<file path="config.mk">
export PLATFORM = sky130hd
export DESIGN_NAME = bitcount_unit
export DESIGN_NICKNAME = d
export VERILOG_FILES = /design/src/rtl/bitcount_unit.sv
export SDC_FILE = /design/constraint.sdc
export NUM_CORES = 1
export LEC_CHECK = 0
export CAP_MARGIN = 10
export CORE_MARGIN = 10
export CORE_UTILIZATION = 50
export CTS_CLUSTER_DIAMETER = 200
export DETAILED_ROUTE_END_ITERATION = 12
export PLACE_DENSITY = 0.77
export REMOVE_ABC_BUFFERS = 1
export SLEW_MARGIN = 0
export SYNTH_ARGS = -nofsm -noshare
export SYNTH_HDL_FRONTEND = slang
export SYNTH_SLANG_ARGS = --single-unit
</file>
<file path="constraint.sdc">
create_clock -name clk -period 7.3 [get_ports clk]
set_clock_uncertainty 0.2 [all_clocks]
set_input_delay 0.73 -clock clk [delete_from_list [all_inputs] [get_ports clk]]
set_output_delay 0.73 -clock clk [all_outputs]
set_load 0.03 [all_outputs]
</file>
<file path="src/rtl/bitcount_unit.sv">
// Multi-cycle Zbb count unit: CTZ, CLZ (via bit-reverse + CTZ) and CPOP (Kernighan).
// One op in flight; valid/ready on both sides; synchronous flush, async active-low reset.
module bitcount_unit #(
   parameter int unsigned XLEN  = 32,
   parameter int unsigned TAG_W = 5
) (
   input  logic             clk,
   input  logic             reset_n,
   input  logic             flush,
   input  logic             in_valid,
   output logic             in_ready,
   input  logic [1:0]       in_op,
   input  logic [XLEN-1:0]  in_rs1,
   input  logic [TAG_W-1:0] in_tag,
   output logic             out_valid,
   input  logic             out_ready,
   output logic [XLEN-1:0]  out_result,
   output logic [TAG_W-1:0] out_tag,
   output logic             busy
);

   localparam int unsigned CNT_W = 6;

   localparam logic [1:0] OP_CTZ  = 2'b00;
   localparam logic [1:0] OP_CLZ  = 2'b01;
   localparam logic [1:0] OP_CPOP = 2'b10;

   typedef enum logic [1:0] {
      ST_IDLE = 2'd0,
      ST_CALC = 2'd1,
      ST_DONE = 2'd2
   } state_t;

   state_t             r_state;
   logic [1:0]         r_op;
   logic [XLEN-1:0]    r_work;
   logic [CNT_W-1:0]   r_count;
   logic [XLEN-1:0]    r_result;
   logic [TAG_W-1:0]   r_tag;

   state_t             w_state_nxt;
   logic [1:0]         w_op_nxt;
   logic [XLEN-1:0]    w_work_nxt;
   logic [CNT_W-1:0]   w_count_nxt;
   logic [XLEN-1:0]    w_result_nxt;
   logic [TAG_W-1:0]   w_tag_nxt;

   logic [XLEN-1:0]    w_rev;
   logic [CNT_W-1:0]   w_ctz;

   // Bit-reverse the incoming operand so CLZ can reuse the trailing-zero counter.
   always_comb begin
      w_rev = '0;
      for (int i = 0; i < int'(XLEN); i++) begin
         w_rev[i] = in_rs1[int'(XLEN) - 1 - i];
      end
   end

   // Single-cycle trailing-zero counter on the work register; all-zero yields XLEN.
   always_comb begin
      w_ctz = CNT_W'(XLEN);
      for (int i = int'(XLEN) - 1; i >= 0; i--) begin
         if (r_work[i]) begin
            w_ctz = CNT_W'(i);
         end
      end
   end

   // Next-state and datapath update; flush dominates every state.
   always_comb begin
      w_state_nxt  = r_state;
      w_op_nxt     = r_op;
      w_work_nxt   = r_work;
      w_count_nxt  = r_count;
      w_result_nxt = r_result;
      w_tag_nxt    = r_tag;

      if (flush) begin
         w_state_nxt = ST_IDLE;
         w_count_nxt = '0;
      end else begin
         case (r_state)
            ST_IDLE: begin
               if (in_valid) begin
                  w_op_nxt    = in_op;
                  w_tag_nxt   = in_tag;
                  w_work_nxt  = (in_op == OP_CLZ) ? w_rev : in_rs1;
                  w_count_nxt = '0;
                  w_state_nxt = ST_CALC;
               end
            end
            ST_CALC: begin
               if ((r_op == OP_CTZ) || (r_op == OP_CLZ)) begin
                  w_result_nxt = XLEN'(w_ctz);
                  w_state_nxt  = ST_DONE;
               end else if (r_op == OP_CPOP) begin
                  // Clear the lowest set bit per cycle until nothing is left.
                  if (r_work != '0) begin
                     w_work_nxt  = r_work & (r_work - XLEN'(1));
                     w_count_nxt = r_count + CNT_W'(1);
                  end else begin
                     w_result_nxt = XLEN'(r_count);
                     w_state_nxt  = ST_DONE;
                  end
               end else begin
                  w_result_nxt = '0;
                  w_state_nxt  = ST_DONE;
               end
            end
            ST_DONE: begin
               if (out_ready) begin
                  w_state_nxt = ST_IDLE;
               end
            end
            default: begin
               w_state_nxt = ST_IDLE;
            end
         endcase
      end
   end

   // State and datapath registers.
   always_ff @(posedge clk or negedge reset_n) begin
      if (!reset_n) begin
         r_state  <= ST_IDLE;
         r_op     <= '0;
         r_work   <= '0;
         r_count  <= '0;
         r_result <= '0;
         r_tag    <= '0;
      end else begin
         r_state  <= w_state_nxt;
         r_op     <= w_op_nxt;
         r_work   <= w_work_nxt;
         r_count  <= w_count_nxt;
         r_result <= w_result_nxt;
         r_tag    <= w_tag_nxt;
      end
   end

   assign in_ready   = (r_state == ST_IDLE) & ~flush;
   assign out_valid  = (r_state == ST_DONE);
   assign busy       = (r_state != ST_IDLE);
   assign out_result = r_result;
   assign out_tag    = r_tag;

endmodule

</file>
Word-level counts from Yosys, hierarchy flattened
Index checks and enable logic that the tools add are counted.
{"block": "totals", "reg_bits": 79, "in_bits": 44, "output_inout_bits": 40, "elab_cells": 93}
{"block": "classes", "addsub": 2, "eq_ne": 16, "mux": 54, "n_bitwise": 3, "reduce_logical": 12}
{"operator": "2-to-1 mux 32 bit", "count": 8}
{"operator": "2-to-1 mux 6 bit", "count": 37}
{"operator": "case mux 32 bit (2 select lines)", "count": 1}
{"operator": "bitwise AND 32 bit", "count": 1}
{"operator": "nonzero test 32 bit", "count": 1}
{"operator": "subtractor 32 x 1 -> 32 bit, second input constant", "count": 1}
{"operator": "inequality test 3 bit, second input constant", "count": 5}
{"operator": "2-to-1 mux 2 bit", "count": 6}
{"operator": "case mux 6 bit (2 select lines)", "count": 1}
{"operator": "AND reduction 3 bit", "count": 3}
{"operator": "inequality test 2 bit, second input constant", "count": 4}
{"operator": "adder 6 x 1 -> 6 bit, second input constant", "count": 1}
{"operator": "equality test 2 x 1 -> 1 bit, second input constant", "count": 3}
{"operator": "case mux 2 bit (3 select lines)", "count": 1}
{"operator": "AND reduction 6 bit", "count": 1}
{"operator": "inequality test 5 bit, second input constant", "count": 1}
{"operator": "AND reduction 5 bit", "count": 1}
{"operator": "equality test 2 bit, second input constant", "count": 2}
{"operator": "zero test 2 bit", "count": 2}
{"operator": "nonzero test 2 bit", "count": 2}
{"operator": "inequality test 3 x 2 -> 1 bit, second input constant", "count": 1}
{"operator": "nonzero test 3 bit", "count": 1}
{"operator": "bitwise AND 1 bit", "count": 1}
{"operator": "logical OR 1 bit", "count": 1}
{"operator": "NOT 1 bit", "count": 1}

Longest topological paths before layout
{"block": "depth", "ltp_word": 33, "mapped_depth": 7, "mapped_depth_nobuf": 5}

Worst setup path after synthesis
Ideal clock, no wire load.
{"block": "synth_path", "kind": "input-to-reg", "startpoint": "input port flush", "endpoint": "register r_work[12]", "setup_ns": 0.132, "t_arrival_ns": 2.680, "t_required_ns": 6.968, "slack_ns": 4.288, "path_stages": 7, "path_buffers": 3, "path_cell_list": "clkbuf_1 -> nor3_1 -> and2_1 -> clkbuf_1 -> buf_1 -> o22ai_1 -> o2bb2ai_1"}
{"block": "synth_between", "elab_chain_cells": 2}
{"item": "start, declared", "line": "9", "text": "input logic flush,"}
{"item": "NOT 1 bit (no source line)"}
{"item": "AND reduction 6 bit (no source line)"}
{"item": "end signal, assigned", "line": "134", "text": "r_work <= w_work_nxt;"}
{"item": "end, declared", "line": "36", "text": "logic [XLEN-1:0] r_work;"}
Every way passes these cells.
A chain may end at the register's enable or synchronous reset.

Worst setup path after layout
{"block": "layout_path", "startpoint": "input port flush", "endpoint": "register r_work[21]"}
Same word-level chain as after synthesis.

==> summary.txt <==
Power
  – Leakage: 1.78 nW
  – Total power: between 1 and 1.5 mW
  – Pwr dens: 255 nW/µm²
  – VDD IR-drop max: 0.148 mV

Global routing
  – First-pass GRT wire length: 16400 µm
  – Vias in the first global route: 3191
  – Largest net degree at the start of global routing: 54
  – Total gr overflow: 0
  – Tot GR Track Use: 0.180
  – Initial antenna violation count: 0

Layout
  – FILL cells: 632
  – Register area: 1330 µm²
  – Nets: 488
  – Fraction of layout cells with a size suffix above 1: 0.0541
  – Multi-input logic area: 1990 µm²
  – Antenna fix cells: 0
  – Commonest non-fill, non-tap cell in the layout: clkdlybuf4s50_1
  – Most frequent cells in the layout: 56 x clkdlybuf4s50_1, 53 x dfrtp_1, 42 x nand2_1
  – Area Growth Syn to Fin: 17.4%

Drt
  – Final wirelength: around 10000 µm
  – Vias: 3304
  – Drt initial violations: 300
  – Wire length per cell: about 19 µm
  – Vias per std cell: 6.12
  – Remaining DRCs: 0
  – Drt pass-1 iters: 5
  – Routed Antenna Nets: 0

Clock tree
  – Root Buffer: clkbuf_8
  – Sink Count: 53
  – Clock slew at reported path FFs: about 0.10 ns
  – Clk Latency, worst-skew pair: 0.31 ns
  – Hold_buf cts: 0
  – CTS tree: yes
  – Post-CTS Setup Bufs: 0
  – Gates resized, CTS repair: 0
  – Total CTS buffers: 5
  – Max Buffers Root-to-Sink: 2
  – Htree depth: 2

Worst setup path
  – Max FO, Critical Path: 10
  – CP top delay family: compound AO/OA/AOI/OAI gates
  – CP Launch Point: flush
  – Critical path required time: 7.30 ns
  – Crit. End Element: flip-flop
  – CP peak stage delay: 0.70 ns
  – CP max stage cell: a211oi_2
  – Kind of critical path: input pin to flip-flop
  – Worst R2R Setup Slack: 4.05 ns
  – CP startpoint kind: input pin
  – Arrival time at the worst endpoint: 3.46 ns
  – CP bufs+invs: 1
  – Worst path cell trace: clkdlybuf4s50_1 -> nor3b_1 -> nand2_1 -> a211oi_2 -> o22ai_2 -> a221o_1
  – Worst reg2reg startpoint: r_op[1]

Timing
  – Worst-Margin Slew: 1.17 ns
  – Part of the cycle the worst path needs: 0.474
  – Final hold violations: 0
  – Setup Viol. Count Final: 0
  – Slew HR: 0.215
  – Final critical-path setup slack: 3.84 ns
  – Minimum clock period: between 3 and 4 ns
  – Fmax: around 0.29 GHz
  – RSZ-0062 raised after global routing: false
  – Worst hold margin: between 0.2 and 0.3 ns
  – Total negative slack: 0 ns
  – Max-slew violations: 0

Synthesis
  – Synth area leader: dfrtp_1
  – Register area share after synthesis: 0.376
  – Synth top area share: 0.376
  – Syn Inst Count: 397
  – Top post-synthesis cells by area: dfrtp_1 38%, mux2i_1 7.9%, buf_4 5.7%
  – Unique cell type count in the Yosys netlist: between 50 and 60
  – Yosys warning count: 0
  – Main flop type after synthesis: dfrtp_1
  – Cell Area, Synth: 3530 µm²
  – EDFF count, synth: 0
  – Synthesized flop and latch total: 53
  – Async SR Flop Fraction: 1.00
  – Synth Area per Inst: 8.89 µm²

Place
  – Detail Placement HPWL: between 7000 and 8000 µm
  – GPL Wtd Cong: 0.951
  – PortBufs: 57
  – Place WS: 3.59 ns

Floorplanning
  – Initial Utilization: 0.516
  – Core Region: 6830 µm²
  – I/O pin total: 84
  – Full die area: 10800 µm²
  – Rows: 30
  – Die width: 104 µm
  – Die H: 104 µm

Hold path
  – Hold Path Origin: out_tag[1]
  – Hold Crit Class: flip-flop to flip-flop

Job
  – Max_cap viols: 0

Run status
  – Outcome: finished, final reports clean
## kinds of logic (layout without fill, tap and decap cells)
group,Yosys count,count (layout),synth area share
other,1,26,0.00106
buffers and inverters,55,77,0.0872
flip-flops,53,53,0.376
XOR/XNOR,2,2,0.00497
multiplexers,32,32,0.0922
AO/OA/AOI/OAI,118,118,0.245
adder cells (fa/ha/maj),1,1,0.00355
AND/OR/NAND/NOR,135,135,0.190
## report_power, final
part / leakage, nW / switching [mW] / internal (mW)
Combinational: 1.09 / 0.223 / 0.170
Sequential: 0.659 / 0.127 / 0.373
Clock: 0.0385 / 0.0940 / 0.0681
Total: 1.78 / 0.444 / 0.611
## Yosys cell counts, types with 2 or more instances
master and count:
a211o_1 3, a21o_1 11, a21oi_1 18, a221o_1 3
a22o_1 3, a31oi_1 4, a41oi_1 2, and2_1 2
and3_1 3, buf_1 2, buf_4 27, clkbuf_1 17
dfrtp_1 53, inv_1 9, mux2_2 4, mux2i_1 28
nand2_1 42, nand2b_1 5, nand3_1 8, nor2_1 28
nor2b_1 5, nor3_1 13, nor4_1 9, o211ai_1 5
o21ai_0 22, o221ai_1 2, o22ai_1 8, o2bb2ai_1 12
o311ai_0 3, o31ai_1 7, or3_1 4, or4_1 8
or4_4 2, xnor2_1 2
## state kept, by name, summed over array words and instances (netlist names)
register and count:
r_work 32, r_count 6, r_op 2, out_tag 5, r_state 2, out_result 6
## through the flow
step	instances	utilization	area, µm²
finish	540	0.606	4140
detailed placement	532	0.594	4060
global placement	532	0.594	4060
global route	540	0.606	4140
CTS	540	0.606	4140
floorplan	376	-	3350
## worst paths after layout
path	to	cells after the start
min	out_tag[1]	2
max reg2reg	r_work[21]	5
min reg2reg	out_tag[1]	2
max	r_work[21]	6
max in group asynchronous	r_work[14]	2
min in group asynchronous	out_tag[4]	2
## final cells by class
| class | count | area share |
|---|---|---|
| timing repair buffer | 60 | 0.142 |
| tap | 96 | 0.0290 |
| inverter | 9 | 0.00815 |
| clock inverter | 1 | 0.00181 |
| multi-input combinational | 314 | 0.481 |
| clock buffer | 7 | 0.0184 |
| sequential | 53 | 0.320 |
## routing by layer
metal / vias to the layer above / GRT usage / part of all wire
met1: 1600 / 0.237 / 0.43
met3: 18 / 0.0322 / 0.076
met2: 161 / 0.296 / 0.48
li1: 1525 / - / -
met5: - / 0 / 0
met4: 0 / 0.0437 / 0.015
## tightest hold or removal path: cells and delay by family, from the launching register on
family | cells | cell delay (ns)
flip-flops | 1 | 0.36
AND/OR/NAND/NOR | 2 | 0.10
Note: power is estimated with default switching activity, not from simulation.
